[src/rtl/reset_ctrl_if.sv]
// Request/status bundle between the reset controller and the core-side logic.
// The controller side uses the slave modport; whatever drives the requests uses master.
interface reset_ctrl_if;
  logic       sysresetreq_i;
  logic       lockup_i;
  logic       lockup_rst_en_i;
  logic       wdt_expire_i;
  logic       cause_clr_i;
  logic       bus_rst_o;
  logic       core_rst_o;
  logic       ready_o;
  logic [3:0] cause_o;

  modport master (
    output sysresetreq_i, lockup_i, lockup_rst_en_i, wdt_expire_i, cause_clr_i,
    input  bus_rst_o, core_rst_o, ready_o, cause_o
  );

  modport slave (
    input  sysresetreq_i, lockup_i, lockup_rst_en_i, wdt_expire_i, cause_clr_i,
    output bus_rst_o, core_rst_o, ready_o, cause_o
  );
endinterface

[src/rtl/reset_ctrl.sv]
// Staged reset sequencer: releases bus/peripheral reset, then core reset, and
// replays the hold sequence on core-originated requests while logging sticky causes.
module reset_ctrl #(
  parameter int POR_CYCLES   = 16,
  parameter int CORE_DELAY   = 4,
  parameter int SWRST_CYCLES = 8,
  parameter int CNT_W        = 8
) (
  input  logic        clk,
  input  logic        rst,
  reset_ctrl_if.slave ctrl
);

  localparam int CNT_MAX = (1 << CNT_W) - 1;

  generate
    if (POR_CYCLES < 1 || POR_CYCLES > CNT_MAX ||
        CORE_DELAY < 1 || CORE_DELAY > CNT_MAX ||
        SWRST_CYCLES < 1 || SWRST_CYCLES > CNT_MAX) begin : gBadParams
      $error("reset_ctrl: cycle parameters must lie in 1 .. 2**CNT_W-1");
    end
  endgenerate

  localparam logic [CNT_W-1:0] POR_LAST  = CNT_W'(POR_CYCLES - 1);
  localparam logic [CNT_W-1:0] CORE_LAST = CNT_W'(CORE_DELAY - 1);
  localparam logic [CNT_W-1:0] SW_LAST   = CNT_W'(SWRST_CYCLES - 1);

  typedef enum logic [1:0] {
    POR_HOLD = 2'd0,
    BUS_REL  = 2'd1,
    RUN      = 2'd2,
    SW_HOLD  = 2'd3
  } state_t;

  logic [1:0]       r_sync;
  logic             w_srst;
  state_t           r_state;
  state_t           w_stateNext;
  logic [CNT_W-1:0] r_count;
  logic [CNT_W-1:0] w_countNext;
  logic             r_busRst;
  logic             r_coreRst;
  logic             r_ready;
  logic             w_busRstNext;
  logic             w_coreRstNext;
  logic             w_readyNext;
  logic [3:0]       r_cause;
  logic [3:0]       w_causeSet;
  logic [3:0]       w_causeNext;
  logic             w_lockupReq;
  logic             w_request;

  // Being set asynchronously, even a sub-cycle rst pulse restarts the whole sequence.
  always_ff @(posedge clk or posedge rst) begin
    if (rst) begin
      r_sync <= 2'b11;
    end else begin
      r_sync <= {r_sync[0], 1'b0};
    end
  end

  assign w_srst      = r_sync[1];
  assign w_lockupReq = ctrl.lockup_i & ctrl.lockup_rst_en_i;
  assign w_request   = (r_state == RUN) &&
                       (ctrl.sysresetreq_i || ctrl.wdt_expire_i || w_lockupReq);
  assign w_causeSet  = w_request ? {w_lockupReq, ctrl.wdt_expire_i, ctrl.sysresetreq_i, 1'b0}
                                 : 4'b0000;

  always_ff @(posedge clk or posedge rst) begin
    if (rst) begin
      r_state   <= POR_HOLD;
      r_count   <= '0;
      r_busRst  <= 1'b1;
      r_coreRst <= 1'b1;
      r_ready   <= 1'b0;
    end else begin
      r_state   <= w_stateNext;
      r_count   <= w_countNext;
      r_busRst  <= w_busRstNext;
      r_coreRst <= w_coreRstNext;
      r_ready   <= w_readyNext;
    end
  end

  always_comb begin
    w_stateNext = r_state;
    w_countNext = r_count;
    case (r_state)
      POR_HOLD: begin
        if (w_srst) begin
          w_countNext = '0;
        end else if (r_count == POR_LAST) begin
          w_stateNext = BUS_REL;
          w_countNext = '0;
        end else begin
          w_countNext = r_count + 1'b1;
        end
      end
      BUS_REL: begin
        if (r_count == CORE_LAST) begin
          w_stateNext = RUN;
          w_countNext = '0;
        end else begin
          w_countNext = r_count + 1'b1;
        end
      end
      RUN: begin
        w_countNext = '0;
        if (w_request) begin
          w_stateNext = SW_HOLD;
        end
      end
      SW_HOLD: begin
        if (r_count == SW_LAST) begin
          w_stateNext = BUS_REL;
          w_countNext = '0;
        end else begin
          w_countNext = r_count + 1'b1;
        end
      end
      default: begin
        w_stateNext = POR_HOLD;
        w_countNext = '0;
      end
    endcase
  end

  // Outputs are decoded from the next state so they land in flops on the same edge.
  always_comb begin
    w_busRstNext  = (w_stateNext == POR_HOLD) || (w_stateNext == SW_HOLD);
    w_coreRstNext = (w_stateNext != RUN);
    w_readyNext   = (w_stateNext == RUN);
  end

  assign w_causeNext = (ctrl.cause_clr_i ? 4'b0000 : r_cause) | w_causeSet;

  always_ff @(posedge clk or posedge rst) begin
    if (rst) begin
      r_cause <= 4'b0001;
    end else begin
      r_cause <= w_causeNext;
    end
  end

  assign ctrl.bus_rst_o  = r_busRst;
  assign ctrl.core_rst_o = r_coreRst;
  assign ctrl.ready_o    = r_ready;
  assign ctrl.cause_o    = r_cause;

endmodule
[src/flat_wrapper.sv]
// flat-port wrapper written by rule: the top's interface ports become plain ports
module reset_ctrl_flat 
#(
  parameter int POR_CYCLES   = 16,
  parameter int CORE_DELAY   = 4,
  parameter int SWRST_CYCLES = 8,
  parameter int CNT_W        = 8
)
  (clk, rst, ctrl_sysresetreq_i, ctrl_lockup_i, ctrl_lockup_rst_en_i, ctrl_wdt_expire_i, ctrl_cause_clr_i, ctrl_bus_rst_o, ctrl_core_rst_o, ctrl_ready_o, ctrl_cause_o);
  reset_ctrl_if ctrl_i ();
  input  logic clk;
  input  logic rst;
  input wire logic [$bits(ctrl_i.sysresetreq_i)-1:0] ctrl_sysresetreq_i;
  input wire logic [$bits(ctrl_i.lockup_i)-1:0] ctrl_lockup_i;
  input wire logic [$bits(ctrl_i.lockup_rst_en_i)-1:0] ctrl_lockup_rst_en_i;
  input wire logic [$bits(ctrl_i.wdt_expire_i)-1:0] ctrl_wdt_expire_i;
  input wire logic [$bits(ctrl_i.cause_clr_i)-1:0] ctrl_cause_clr_i;
  output wire logic [$bits(ctrl_i.bus_rst_o)-1:0] ctrl_bus_rst_o;
  output wire logic [$bits(ctrl_i.core_rst_o)-1:0] ctrl_core_rst_o;
  output wire logic [$bits(ctrl_i.ready_o)-1:0] ctrl_ready_o;
  output wire logic [$bits(ctrl_i.cause_o)-1:0] ctrl_cause_o;
  assign ctrl_i.sysresetreq_i = ctrl_sysresetreq_i;
  assign ctrl_i.lockup_i = ctrl_lockup_i;
  assign ctrl_i.lockup_rst_en_i = ctrl_lockup_rst_en_i;
  assign ctrl_i.wdt_expire_i = ctrl_wdt_expire_i;
  assign ctrl_i.cause_clr_i = ctrl_cause_clr_i;
  assign ctrl_bus_rst_o = ctrl_i.bus_rst_o;
  assign ctrl_core_rst_o = ctrl_i.core_rst_o;
  assign ctrl_ready_o = ctrl_i.ready_o;
  assign ctrl_cause_o = ctrl_i.cause_o;
  reset_ctrl #(.POR_CYCLES(POR_CYCLES), .CORE_DELAY(CORE_DELAY), .SWRST_CYCLES(SWRST_CYCLES), .CNT_W(CNT_W)) u_core (.clk(clk), .rst(rst), .ctrl(ctrl_i));
endmodule
[config.mk]
export PLATFORM = sky130hd
export DESIGN_NAME = reset_ctrl_flat
export DESIGN_NICKNAME = d
export VERILOG_FILES = /design/src/rtl/reset_ctrl_if.sv /design/src/rtl/reset_ctrl.sv /design/src/flat_wrapper.sv
export SDC_FILE = /design/constraint.sdc
export NUM_CORES = 1
export LEC_CHECK = 0
export ABC_CLOCK_PERIOD_IN_PS = 3370
export BUFFER_PORTS_ARGS = -buffer_cell sky130_fd_sc_hd__buf_2
export CAP_MARGIN = 20
export CELL_PAD_IN_SITES_DETAIL_PLACEMENT = 0
export CELL_PAD_IN_SITES_GLOBAL_PLACEMENT = 2
export CORE_UTILIZATION = 40
export CTS_BUF_LIST = sky130_fd_sc_hd__clkbuf_4 sky130_fd_sc_hd__clkbuf_8
export DETAILED_ROUTE_END_ITERATION = 16
export HOLD_SLACK_MARGIN = 0.03
export PLACE_DENSITY = 0.95
export SLEW_MARGIN = 25
export SYNTH_ARGS = -nofsm -noshare
export SYNTH_HDL_FRONTEND = slang
export SYNTH_SLANG_ARGS = --single-unit
[constraint.sdc]
create_clock -name clk -period 3.37 [get_ports clk]
set_input_delay 0.1685 -clock clk [delete_from_list [all_inputs] [get_ports clk]]
set_output_delay 0.1685 -clock clk [all_outputs]
set_load 0.05 [all_outputs]
==> out/metrics.csv, run 1 <==
stage,metric,value,unit
status,outcome,"complete, no violations",
route,viasPerCell,5.10,
sta,maxSlewViolCount,0,
global_route,grt_max_degree,20,
synth,yosys_warnings,0,
route,drt-total-wl,1580,um
final_layout,nNetsFinal,110,
route,num_vias,642,
critical_path,path_max_fanout,6,
global_route,grt_use_total,0.151,
pwr,vdd_ir_drop_max,0.403,mV
critical_path,crit_buf_inv,0,
final_layout,area_growth,15.5,%
clock_tree,cts_buffer_depth,2,
placed_design,io_buffers,13,
floorplanning,initial_core_util,0.447,
floorplanning,core_area,2040,um2
floorplanning,num_rows,16,
critical_path,crit_arrival,2100,ps
sta,post-route-period-util,0.558,
critical_path,critical_path.top_delay_family,adder cells,
clock_tree,postCtsSetupBuffers,0,
sta,final.setup_skew,2.45,ps
clock_tree,htreeDepth,1,
global_route,grt_pass1_wl,2730,um
clock_tree,cts_tree,yes,
placed_design,hpwlAfterDp,1180,um
synth,synthTopCellsByArea,"dfrtp_1 38%, dfstp_2 14%, ha_1 4.1%",
critical_path,cp-start-kind,flop,
route,drt-wirelength-per-cell,12.5,um
floorplanning,die_w,49.8,um
sta,fmax,0.532,GHz
synth,synth-seq-area-share,0.528,
final_layout,fillers,209,
global_route,gr-total-overflow,0,
clock_tree,clk_pin_slew,90,ps
synth,synthCells,81,
pwr,total_leakage_power,0.508,nW
floorplanning,ios,14,
critical_path,end_kind,flop,
route,drt-initial-drc-count,19,
final_layout,drive_gt1_frac,0.273,
critical_path,cpMostUsedCell,ha_1,
critical_path,cpMaxStageDelayCell,dfrtp_1,
sta,period_needed,1880,ps
synth,synthesis.nets,91,
clock_tree,insertion_delay,290,ps
floorplanning,die_y,49.8,um
route,met1Wirelength,752,um
floorplanning,dieArea,2480,um2
global_route,antenna_found_initial,0,
synth,synth_top_area_cell,dfrtp_1,
sta,finalSetupViolations,0,
worst_hold_path,min_path_type,primary input to flop,
synth,ys_types,32,
sta,hold_viol_final,0,
route,detail-route-antenna-nets,0,
critical_path,critical-path-max-stage-delay,410,ps
synth,synth_top_area_share,0.384,
sta,rsz0062_at_grt,no,
route,drtPass1Iterations,4,
sta,tightest_slew,672,ps
clock_tree,cts_root_buf,clkbuf_4,
synth,syn_area,912,um2
global_route,grt_pass1_vias,601,
clock_tree,cts_resized,0,
route,highest_layer,met4,
route,drcViolationCount,0,
critical_path,cp.required,3590,ps
clock_tree,clkSinkCount,19,
critical_path,cp_cell_sequence,"ha_1, nor3b_4, a41oi_1, o221a_2, ha_1",
sta,max_slew_margin,0.541,
pwr,power_density,752,nW/um2
clock_tree,cts_hold_buf,2,
run,max-cap-violations,0,
synth,ys_ff_latch,19,
critical_path,setup.worst_path.class,flop to flop,
synth,syn_avg_cell_area,11.3,um2
clock_tree,numCtsBuffers,3,
placed_design,globalplace.congestion,0.757,
pwr,total_power,0.793,mW
final_layout,diodes,0,
route,wl_met2,749,um
sta,setup_tns,0,ps
route,wl_met3,61,um
==> state kept, by name, summed over array words and instances, names as in the netlist <==
| register | flops |
|---|---|
| u_core.ctrl.bus_rst_o | 1 |
| u_core.ctrl.cause_o | 4 |
| u_core.ctrl.core_rst_o | 1 |
| u_core.ctrl.ready_o | 1 |
| u_core.r_count | 8 |
| u_core.r_state | 2 |
| u_core.r_sync | 2 |
==> synthesized netlist by cell type <==
cell / count
dfrtp_1: 14
nor2_1: 10
inv_1: 9
dfstp_2: 5
nand2_1: 4
o21ai_0: 4
xor2_1: 4
ha_1: 3
nand4_1: 3
mux2i_1: 2
nand3_1: 2
a2111oi_0: 1
a21oi_1: 1
a31oi_1: 1
a32oi_1: 1
a41oi_1: 1
and2_1: 1
and2b_2: 1
and3_1: 1
and3b_1: 1
buf_4: 1
conb_1: 1
nand4_4: 1
nor2b_1: 1
nor3b_4: 1
nor4b_1: 1
o21bai_1: 1
o221a_2: 1
o221ai_1: 1
o22ai_1: 1
o311ai_4: 1
xnor2_1: 1
==> routing by layer <==
| layer | track usage | vias up |
|---|---|---|
| met4 | 0.0476 | 0 |
| met5 | 0 | - |
| met1 | 0.210 | 312 |
| met3 | 0.0556 | 2 |
| li1 | - | 316 |
| met2 | 0.216 | 12 |
==> per-stage QoR <==
step           std cells  area, um2   util  setup slack (ps)  hold WS (ps)
2_1_floorplan         81        912      -              1660           116
3_3_place_gp         120       1000  0.491              1590           306
3_5_place_dp         120       1000  0.491              1490           311
4_1_cts              126       1050  0.516              1480          90.7
5_1_grt              126       1050  0.516              1360           101
6_report             126       1050  0.516              1490           108
==> placed cells by master (no fill, tap or decap), drive strengths merged, types with 2 or more instances in the layout <==
master and count:
dlygate4sd3 2, nand4 4, buf 13, inv 9, dfstp 5, mux2i 2, nand2 4, nor2 10
o21ai 4, nand3 2, clkbuf 4, xor2 4, dfrtp 14, ha 3
==> final timing paths <==
| kind | startpoint | endpoint | slack, ps | cells past startpoint |
|---|---|---|---|---|
| max | u_core.r_count[0] | u_core.ctrl.bus_rst_o | 1490 | 5 |
| min | ctrl_sysresetreq_i | u_core.ctrl.cause_o[1] | 110 | 3 |
| max reg2reg | u_core.r_count[0] | u_core.ctrl.bus_rst_o | 1490 | 5 |
| min reg2reg | u_core.r_sync[0] | u_core.r_sync[1] | 360 | 0 |
| max in group asynchronous | rst | u_core.r_count[3] | 2420 | 3 |
| min in group asynchronous | rst | u_core.r_state[0] | 520 | 3 |
==> tightest hold or removal path, delay by kind of cell <==
family                 cells  cell delay [ps]
AO/OA/AOI/OAI              1               70
buffers and inverters      1               80
AND/OR/NAND/NOR            1               40
==> layout make-up <==
| class | instances | area, um2 | share of cell area |
|---|---|---|---|
| sequential | 19 | 482 | 0.457 |
| clock buffer | 4 | 30.0 | 0.0285 |
| multi-input combinational | 52 | 389 | 0.369 |
| inverter | 9 | 33.8 | 0.0321 |
| timing repair buffer | 15 | 85.1 | 0.0808 |
| tap | 27 | 33.8 | 0.0321 |
==> report_power, final <==
group / internal, mW / switching [mW]
clock: 0.0541 / 0.0622
combinational: 0.118 / 0.184
sequential: 0.294 / 0.0801
total: 0.466 / 0.327
==> kinds of logic (layout without fill, tap and decap cells) <==
logic type,count (synthesis),in the layout,synth area share
simple gates,27,27,0.182
compound gates,14,14,0.129
other cells,1,1,0.00411
xor+xnor,5,5,0.0480
buf+inv,10,28,0.0453
flops,19,19,0.528
mux,2,2,0.0219
fa+ha+maj,3,3,0.0412
No activity file was read; power rests on OpenSTA's default activity.
==> run 2, diff against run 1 <==
--- a/config.mk
+++ b/config.mk
@@ -5,16 +5,16 @@
 export SDC_FILE = /design/constraint.sdc
 export NUM_CORES = 1
 export LEC_CHECK = 0
-export ABC_CLOCK_PERIOD_IN_PS = 3370
+export ABC_CLOCK_PERIOD_IN_PS = 1800
 export BUFFER_PORTS_ARGS = -buffer_cell sky130_fd_sc_hd__buf_2
 export CAP_MARGIN = 20
 export CELL_PAD_IN_SITES_DETAIL_PLACEMENT = 0
 export CELL_PAD_IN_SITES_GLOBAL_PLACEMENT = 2
-export CORE_UTILIZATION = 40
+export CORE_UTILIZATION = 37
 export CTS_BUF_LIST = sky130_fd_sc_hd__clkbuf_4 sky130_fd_sc_hd__clkbuf_8
 export DETAILED_ROUTE_END_ITERATION = 16
 export HOLD_SLACK_MARGIN = 0.03
-export PLACE_DENSITY = 0.95
+export PLACE_DENSITY = 0.91
 export SLEW_MARGIN = 25
 export SYNTH_ARGS = -nofsm -noshare
 export SYNTH_HDL_FRONTEND = slang
==> constraint.sdc (replaced) <==
create_clock -name clk -period 1.8 [get_ports clk]
set_input_delay 0.09 -clock clk [delete_from_list [all_inputs] [get_ports clk]]
set_output_delay 0.09 -clock clk [all_outputs]
set_load 0.05 [all_outputs]
==> run 2 against run 1 <==
Count of clock-buffer cells in the layout decreased by 1. Register-to-register slack got worse by 1400 ps. Setup slack got worse by 1400 ps. Largest power group unchanged.
==> out/metrics.csv, run 2 (synthesized netlist as in run 1, its figures left out) <==
stage,metric,value,unit
global_route,gr-total-overflow,0,
route,num_vias,678,
sta,post-route-period-util,0.972,
pwr,total_power,1.58,mW
sta,period_needed,1750,ps
run,max-cap-violations,0,
final_layout,drive_gt1_frac,0.312,
worst_hold_path,min_path_type,primary input to flop,
critical_path,cp-start-kind,flop,
sta,maxSlewViolCount,0,
route,detail-route-antenna-nets,0,
critical_path,path_max_fanout,4,
sta,hold_slack,224,ps
critical_path,endpoint,u_core.ctrl.bus_rst_o,
final_layout,nNetsFinal,120,
pwr,vdd_ir_drop_max,0.606,mV
placed_design,globalplace.congestion,0.878,
placed_design,dp_slack,70.3,ps
final_layout,fin_area,1140,um2
sta,final.setup_skew,8.09,ps
route,drtPass1Iterations,4,
critical_path,critPathLaunch,u_core.r_count[0],
final_layout,diodes,0,
sta,postLayoutSetupSlackWorst,50.5,ps
placed_design,io_buffers,13,
global_route,grt_max_degree,20,
floorplanning,die_y,51.7,um
critical_path,end_kind,flop,
final_layout,area_growth,25.2,%
clock_tree,insertion_delay,300,ps
route,viasPerCell,4.95,
sta,setup_tns,0,ps
final_layout,final_common_cell,dfrtp_1,
critical_path,regToRegSetupSlack,50,ps
sta,rsz0062_at_grt,yes,
global_route,grt_pass1_vias,665,
pwr,power_density,1380,nW/um2
clock_tree,clkSinkCount,19,
status,outcome,"complete, no violations",
global_route,antenna_found_initial,0,
critical_path,reg2reg_depth,5,
clock_tree,cts_root_buf,clkbuf_4,
route,drt-initial-drc-count,14,
pwr,total_leakage_power,0.543,nW
clock_tree,clk_pin_slew,120,ps
route,drt-wirelength-per-cell,12.3,um
floorplanning,num_rows,17,
critical_path,r2r-end,u_core.ctrl.bus_rst_o,
floorplanning,initial_core_util,0.401,
clock_tree,cts_buffer_depth,2,
final_layout,regMostFlops,u_core.r_count,
sta,hold_viol_final,0,
floorplanning,dieArea,2670,um2
placed_design,hpwlAfterDp,1160,um
sta,max_slew_margin,0.506,
global_route,grt_pass1_wl,2900,um
clock_tree,cts_tree,yes,
sta,tightest_slew,722,ps
critical_path,setup.worst_path.class,flop to flop,
critical_path,reg2reg_from,u_core.r_count[0],
floorplanning,die_w,51.7,um
clock_tree,htreeDepth,1,
route,drt-total-wl,1680,um
route,drcViolationCount,0,
sta,finalSetupViolations,0,
final_layout,final_cell_mix,"14 x dfrtp_1, 13 x buf_2, 10 x nor2_1",
critical_path,crit_arrival,1990,ps
floorplanning,core_area,2280,um2
critical_path,cp.required,2040,ps
global_route,grt_use_total,0.150,
floorplanning,ios,14,
clock_tree,numCtsBuffers,3,
final_layout,largest_register_ffs,8,
placed_design,placed_area,1030,um2
sta,fmax,0.572,GHz
## run 2: cell count changes in the layout (fill, tap and decap cells not counted)
| cell | previous run | this run |
|---|---|---|
| buf_4 | 0 | 6 |
| dlygate4sd3_1 | 2 | 6 |
| clkbuf_4 | 4 | 3 |
| clkinvlp_4 | 0 | 1 |
| ha_1 | 3 | 2 |
| ha_2 | 0 | 1 |
| o21ai_0 | 4 | 3 |
| o21ai_1 | 0 | 1 |
## run 2: cell type report
class / instances / area [um2]
tap: 28 / 35.0
timing repair buffer: 25 / 170
sequential: 19 / 482
fill: 195 / 1130
inverter: 9 / 33.8
multi-input combinational: 52 / 392
clock buffer: 3 / 22.5
clock inverter: 1 / 7.51
## run 2: what timing repair did
| item | in CTS | in global routing |
|---|---|---|
| resized for setup | 0 | 2 |
| hold buffers | 6 | 0 |
| endpoints found under the setup margin | 0 | 9 |
| setup buffers | 0 | 3 |
| hold endpoints to repair | 18 | 0 |
## run 2: worst max-delay path, cell delays in order (launching register included)
cell,delay (ps)
dfrtp_1,410
ha_2,200
nor3b_4,280
a41oi_1,190
o221a_2,320
ha_1,290
## run 2: routing by layer
layer  track usage  vias up  share of wire
li1              -      341              -
met1         0.190      321           0.48
met2         0.225       10           0.48
met3        0.0409        6          0.027
met4        0.0946        0          0.019
met5             0        -              0
## run 2: how the worst min path moves through the flow
stage	cells after the start	to	start	slack [ps]
global route	3	u_core.r_state[0]	ctrl_lockup_i	250
detailed placement	2	u_core.ctrl.cause_o[1]	rst	250
finish	3	u_core.r_state[0]	ctrl_lockup_i	220
CTS	3	u_core.r_state[0]	ctrl_lockup_i	210
floorplan	1	u_core.ctrl.cause_o[1]	rst	40
global placement	2	u_core.ctrl.cause_o[1]	rst	230
## run 2: where the power goes
part	internal, mW	leakage, nW	switching (mW)
combinational	0.289	0.299	0.388
clock	0.0846	0.0139	0.136
sequential	0.550	0.230	0.133
total	0.923	0.543	0.657
## run 2: through the flow
stage	std cells	utilization
after floorplan	81	-
after global placement	124	0.451
after detailed placement	124	0.451
after CTS	134	0.491
after global routing	137	0.502
final	137	0.502
